## src/rtl/damage_resolver_pkg.sv

```systemverilog
// Shared constants, player/round encodings and the damage lookup for the
// damage resolver and its per-player health trackers.
package damage_resolver_pkg;

  localparam int HEALTH_DEPTH_DEF   = 7;
  localparam int MAX_HEALTH_DEF     = 100;
  localparam int KICK_DAMAGE_DEF    = 10;
  localparam int GRAB_DAMAGE_DEF    = 15;
  localparam int HITSTUN_FRAMES_DEF = 12;
  localparam int KO_FRAMES_DEF      = 60;

  localparam int STATE_DEPTH = 3;

  typedef enum logic [STATE_DEPTH-1:0] {
    PS_IDLE  = 3'd0,
    PS_WALK  = 3'd1,
    PS_KICK  = 3'd2,
    PS_GRAB  = 3'd3,
    PS_BLOCK = 3'd4,
    PS_HURT  = 3'd5
  } player_state_e;

  typedef enum logic [1:0] {
    RS_FIGHT = 2'd0,
    RS_KO    = 2'd1,
    RS_DONE  = 2'd2
  } round_state_e;

  localparam logic [1:0] WIN_NONE = 2'b00;
  localparam logic [1:0] WIN_P1   = 2'b01;
  localparam logic [1:0] WIN_P2   = 2'b10;
  localparam logic [1:0] WIN_DRAW = 2'b11;

  // Only kicks and grabs hurt; every other attacker state deals nothing.
  function automatic int damage_for(input logic [STATE_DEPTH-1:0] st,
                                    input int kick, input int grab);
    if (st == PS_KICK) return kick;
    if (st == PS_GRAB) return grab;
    return 0;
  endfunction

endpackage

```

## src/rtl/damage_resolver_health_tracker.sv

```systemverilog
// Per-victim health, hitstun and hit pulse: edge-detects the attacker's
// connect flag and applies saturating damage when the hit is accepted.
module health_tracker
  import damage_resolver_pkg::*;
#(
  parameter int HEALTH_DEPTH   = HEALTH_DEPTH_DEF,
  parameter int MAX_HEALTH     = MAX_HEALTH_DEF,
  parameter int KICK_DAMAGE    = KICK_DAMAGE_DEF,
  parameter int GRAB_DAMAGE    = GRAB_DAMAGE_DEF,
  parameter int HITSTUN_FRAMES = HITSTUN_FRAMES_DEF
) (
  input  logic                    clk,
  input  logic                    reset,
  input  logic                    frame_tick,
  input  logic                    connects,
  input  logic [STATE_DEPTH-1:0]  attacker_state,
  input  logic                    accept_enable,
  input  logic                    reload,
  output logic [HEALTH_DEPTH-1:0] health,
  output logic                    hitstun,
  output logic                    hit_pulse
);

  localparam int SW = $clog2(HITSTUN_FRAMES + 1);

  logic                    connects_q;
  logic [SW-1:0]           stun_cnt;
  logic                    accept;
  logic [HEALTH_DEPTH-1:0] damage;
  logic [HEALTH_DEPTH:0]   diff;

  always_comb begin
    damage = HEALTH_DEPTH'(damage_for(attacker_state, KICK_DAMAGE, GRAB_DAMAGE));
    // One extra bit so a borrow shows up as the MSB instead of wrapping.
    diff   = {1'b0, health} - {1'b0, damage};
    accept = connects && !connects_q && accept_enable && (stun_cnt == '0);
  end

  always_ff @(posedge clk or negedge reset) begin
    if (!reset) begin
      health     <= HEALTH_DEPTH'(MAX_HEALTH);
      connects_q <= 1'b0;
      stun_cnt   <= '0;
      hit_pulse  <= 1'b0;
    end else begin
      // Edge register keeps tracking outside FIGHT so held connects never refire.
      connects_q <= connects;
      hit_pulse  <= accept;
      if (reload) begin
        health   <= HEALTH_DEPTH'(MAX_HEALTH);
        stun_cnt <= '0;
      end else if (accept) begin
        health   <= diff[HEALTH_DEPTH] ? '0 : diff[HEALTH_DEPTH-1:0];
        stun_cnt <= SW'(HITSTUN_FRAMES);
      end else if (frame_tick && (stun_cnt != '0)) begin
        stun_cnt <= stun_cnt - 1'b1;
      end
    end
  end

  assign hitstun = (stun_cnt != '0);

endmodule

```

## src/rtl/damage_resolver.sv

```systemverilog
// Round controller: two health trackers plus the FIGHT/KO/DONE round FSM,
// the KO freeze counter and the winner latch.
module damage_resolver
  import damage_resolver_pkg::*;
#(
  parameter int HEALTH_DEPTH   = HEALTH_DEPTH_DEF,
  parameter int MAX_HEALTH     = MAX_HEALTH_DEF,
  parameter int KICK_DAMAGE    = KICK_DAMAGE_DEF,
  parameter int GRAB_DAMAGE    = GRAB_DAMAGE_DEF,
  parameter int HITSTUN_FRAMES = HITSTUN_FRAMES_DEF,
  parameter int KO_FRAMES      = KO_FRAMES_DEF
) (
  input  logic                    clk,
  input  logic                    reset,
  input  logic                    frame_tick,
  input  logic                    p1_connects,
  input  logic                    p2_connects,
  input  logic [STATE_DEPTH-1:0]  p1_state,
  input  logic [STATE_DEPTH-1:0]  p2_state,
  input  logic                    restart,
  output logic [HEALTH_DEPTH-1:0] p1_health,
  output logic [HEALTH_DEPTH-1:0] p2_health,
  output logic                    p1_hitstun,
  output logic                    p2_hitstun,
  output logic                    p1_hit_pulse,
  output logic                    p2_hit_pulse,
  output logic                    freeze,
  output logic                    round_over,
  output logic [1:0]              winner,
  output round_state_e            round_state
);

  // Handshake: there is no valid/ready pair here; every input is sampled each
  // clock, and hit pulses are single-cycle strobes with no backpressure.

  localparam int KW = $clog2(KO_FRAMES + 1);
  localparam logic [KW-1:0] KO_LAST = KW'(KO_FRAMES - 1);

  round_state_e  state, state_next;
  logic [KW-1:0] ko_cnt, ko_next;
  logic [1:0]    winner_next;
  logic          accept_enable;
  logic          reload;

  assign accept_enable = (state == RS_FIGHT);
  assign reload        = restart && (state == RS_DONE);

  health_tracker #(
    .HEALTH_DEPTH  (HEALTH_DEPTH),
    .MAX_HEALTH    (MAX_HEALTH),
    .KICK_DAMAGE   (KICK_DAMAGE),
    .GRAB_DAMAGE   (GRAB_DAMAGE),
    .HITSTUN_FRAMES(HITSTUN_FRAMES)
  ) u_p1 (
    .clk           (clk),
    .reset         (reset),
    .frame_tick    (frame_tick),
    .connects      (p2_connects),
    .attacker_state(p2_state),
    .accept_enable (accept_enable),
    .reload        (reload),
    .health        (p1_health),
    .hitstun       (p1_hitstun),
    .hit_pulse     (p1_hit_pulse)
  );

  health_tracker #(
    .HEALTH_DEPTH  (HEALTH_DEPTH),
    .MAX_HEALTH    (MAX_HEALTH),
    .KICK_DAMAGE   (KICK_DAMAGE),
    .GRAB_DAMAGE   (GRAB_DAMAGE),
    .HITSTUN_FRAMES(HITSTUN_FRAMES)
  ) u_p2 (
    .clk           (clk),
    .reset         (reset),
    .frame_tick    (frame_tick),
    .connects      (p1_connects),
    .attacker_state(p1_state),
    .accept_enable (accept_enable),
    .reload        (reload),
    .health        (p2_health),
    .hitstun       (p2_hitstun),
    .hit_pulse     (p2_hit_pulse)
  );

  always_ff @(posedge clk or negedge reset) begin
    if (!reset) begin
      state  <= RS_FIGHT;
      ko_cnt <= '0;
      winner <= WIN_NONE;
    end else begin
      state  <= state_next;
      ko_cnt <= ko_next;
      winner <= winner_next;
    end
  end

  always_comb begin
    state_next  = state;
    ko_next     = ko_cnt;
    winner_next = winner;
    case (state)
      RS_FIGHT: begin
        if ((p1_health == '0) || (p2_health == '0)) begin
          state_next  = RS_KO;
          ko_next     = '0;
          // Bit 1 flags P1 down, bit 0 flags P2 down; both set is a draw.
          winner_next = {p1_health == '0, p2_health == '0};
        end
      end
      RS_KO: begin
        if (frame_tick) begin
          if (ko_cnt == KO_LAST) begin
            state_next = RS_DONE;
            ko_next    = '0;
          end else begin
            ko_next = ko_cnt + 1'b1;
          end
        end
      end
      RS_DONE: begin
        if (restart) begin
          state_next  = RS_FIGHT;
          winner_next = WIN_NONE;
          ko_next     = '0;
        end
      end
      default: state_next = RS_FIGHT;
    endcase
  end

  assign freeze      = (state != RS_FIGHT);
  assign round_over  = (state == RS_DONE);
  assign round_state = state;

endmodule

```

## config.mk

```make
export PLATFORM = sky130hd
export DESIGN_NAME = damage_resolver
export DESIGN_NICKNAME = d
export VERILOG_FILES = /design/src/rtl/damage_resolver_pkg.sv /design/src/rtl/damage_resolver_health_tracker.sv /design/src/rtl/damage_resolver.sv
export SDC_FILE = /design/constraint.sdc
export NUM_CORES = 1
export LEC_CHECK = 0
export ABC_CLOCK_PERIOD_IN_PS = 4560
export CAP_MARGIN = 15
export CORE_UTILIZATION = 55
export DETAILED_ROUTE_END_ITERATION = 8
export PLACE_DENSITY = 0.93
export SLEW_MARGIN = 20
export SYNTH_ARGS = -nofsm -noshare
export SYNTH_HDL_FRONTEND = slang
export SYNTH_HIERARCHICAL = 1
export SYNTH_SLANG_ARGS = --single-unit
```

## constraint.sdc

```tcl
create_clock -name clk -period 4.56 [get_ports clk]
set_input_delay 0.912 -clock clk [delete_from_list [all_inputs] [get_ports clk]]
set_output_delay 0.912 -clock clk [all_outputs]
set_load 0.01 [all_outputs]
```

==> flow_summary.toml <==
[drt]
postRouteAntennaNets = 0
dr.pass1.iters = 4
vias_per_cell = 6.05
wl_per_cell_um = 15.8
drt_first_iter_violations = 94
wirelength_um = 4890
route.detailed.drc = 0
via_count = 1875

[placed_design]
gp_congestion = 0.922
pre_cts_ws_ns = 1.36
place_hpwl_um = 3590
io_buffers = 35

[layout]
syn_to_final_growth_pct = 21.9
num_antenna_cells = 0
fin_nets = 288
num-fill-cells = 274
drive_gt1_share_pct = 13.0

[clock_network]
cts_setup_buffers = 0
clkLatencyLatePin_ns = 0.29
root_buffer = "clkbuf_8"
path_clk_slew_ns = 0.07
cts.sinks = 36
clockBufferDepth = 2
cts_resized = 0
cts_made_buffers = 5
cts_tree = "built"
htree_levels = 2
cts_hold_buf = 0

[critical_path]
worstPathArrival_ns = 3.09
startpoint_type = "input port"
crit_path_end_kind = "flop"
crit_type = "in2reg"
cp_max_fo = 5
crit_required_ns = 4.71

[synth]
yosysMostFrequentCell = "dfrtp_1"
synthArstFlopShare_pct = 100
yosysWarnings = 6
synth_top_area_cell = "dfrtp_1"
ys_types = 55
synth_nets = 250
avgSynthCellArea_um2 = 10.0
ys_seq_area_share_pct = 40.6
synth_area_leaders = "dfrtp_1 34%, ha_1 7.3%, dfstp_2 7.1%"
synthTopCellsByCount = "30 x dfrtp_1, 17 x inv_1, 16 x nor2_1"
ys_seq_elements = 36
netlist_instances = 223
synth_top_area_share_pct = 33.6
synth_ff_type = "dfrtp_1"
synth_area_mm2 = 0.00223
synth_edf_count = 0

[global_route]
grt_pass1_wl_um = 8180
grt_pass1_vias = 1822
grt_start_max_net_pins = 37
antenna_found_initial = 0
track_usage_pct = 24.9
grt-ovfl-total = 0

[sta]
hold_violations = 0
rsz0062_at_grt = "false"
fin_skew_ns = 0.00548
whs_ns = 0.518
fmax_mhz = 340
relSlewSlack_pct = 41.1
worstMarginPinSlew_ns = 0.884
finalSetupViolCount = 0
fin_tns_setup_ns = 0
fin_ws_ns = 1.62
fin_crit_sh_pct = 64.5
drv_slew = 0
finalCriticalPeriod_ns = 2.94

[hold_path]
hp-class = "reg2reg"

[die]
io_pins = 36
core_mm2 = 0.00377
start_util_pct = 59.3
rows = 22
die-area_mm2 = 0.00432
die_h_um = 65.7
die_w_um = 65.7

[status]
status = "complete, no violations"

[power_and_ir_drop]
max-vdd-ir-drop_mv = 0.355
p_per_area_mw_per_mm2 = 407
power.leakage_nw = 1.10
power_mw = 1.11

[run]
cap_violations = 0
-- routing by layer --
metal  up-vias  wire length (µm)  GRT usage, %
li1        891                 -             -
met1       911              2150          30.4
met2        62              2420          42.5
met3        11               237          5.73
met4         0                82          8.97
met5         -                 0             0
-- flip-flops by register name, indices dropped and copies added (netlist names) --
| signal | flops |
|---|---|
| ko_cnt | 6 |
| round_state | 2 |
| u_p1/connects_q | 1 |
| u_p1/health | 7 |
| u_p1/hit_pulse | 1 |
| u_p1/stun_cnt | 4 |
| u_p2/connects_q | 1 |
| u_p2/health | 7 |
| u_p2/hit_pulse | 1 |
| u_p2/stun_cnt | 4 |
| winner | 2 |
-- cell families after synthesis --
group	count (synthesis)	synth area share, %
xor+xnor	4	1.57
mux	2	0.896
fa+ha+maj	15	9.07
flops	36	40.6
compound gates	58	21.3
buf+inv	25	5.10
simple gates	83	21.4
-- cell usage in the layout (no fill, tap or decap), types with 3 or more instances in the layout --
master            n
a211oi_1          4
ha_1             13
o41ai_2           3
nand4_1           4
and2_1            3
a21oi_1          10
clkbuf_8          7
o41ai_1           4
nor2b_1           8
dfrtp_1          30
nand2_1          11
a311oi_1          5
nor3_1           12
o21ai_0           7
nand2b_1          7
xnor2_1           4
inv_1            17
nor2_1           16
dfstp_2           6
o2bb2ai_1         6
clkdlybuf4s50_1  35
-- power breakdown --
part | total (mW) | internal, mW | switching [mW] | leakage [nW]
Clock | 0.249 | 0.138 | 0.111 | 0.0515
Sequential | 0.489 | 0.398 | 0.0914 | 0.427
Combinational | 0.371 | 0.189 | 0.183 | 0.623
Total | 1.11 | 0.724 | 0.385 | 1.10
-- worst paths after layout --
kind / startpoint / end / slack, ns / cells after the start
worst max-delay path: p1_state[1] / u_p2/health[1]$_DFFE_PN0P_ / 1.62 / 8
worst min-delay path: ko_cnt[0]$_DFFE_PN0P_ / ko_cnt[0]$_DFFE_PN0P_ / 0.52 / 1
worst max register to register: round_state[1]$_DFFE_PN0P_ / u_p2/health[1]$_DFFE_PN0P_ / 2.39 / 5
worst min register to register: ko_cnt[0]$_DFFE_PN0P_ / ko_cnt[0]$_DFFE_PN0P_ / 0.52 / 1
max in group asynchronous: reset / u_p2/health[5]$_DFFE_PN1P_ / 3.18 / 2
min in group asynchronous: reset / u_p1/stun_cnt[2]$_DFFE_PN0P_ / 1.04 / 2
-- through the flow --
stage | util (%) | cell area, µm² | cells
floorplan | - | 2230 | 223
global placement | 69.6 | 2620 | 302
detailed placement | 69.6 | 2620 | 302
CTS | 72.2 | 2720 | 310
global route | 72.2 | 2720 | 310
finish | 72.2 | 2720 | 310
-- critical path, cell delays in order --
cell and delay, ns:
clkdlybuf4s50_1 0.44, nor2b_1 0.24, nand2_1 0.11, ha_1 0.32, o21ai_0 0.17, a21oi_1 0.11, o41ai_1 0.62, o2bb2ai_1 0.15
-- area by class of cell --
cell class | instances | area, µm² | area share [%]
Inverter | 20 | 85.1 | 3.12
Clock buffer | 8 | 100 | 3.67
Multi-Input combinational cell | 162 | 1210 | 44.5
Tap cell | 48 | 60.1 | 2.20
Timing Repair Buffer | 36 | 358 | 13.1
Sequential cell | 36 | 908 | 33.3
No activity file was read; power rests on OpenSTA's default activity.
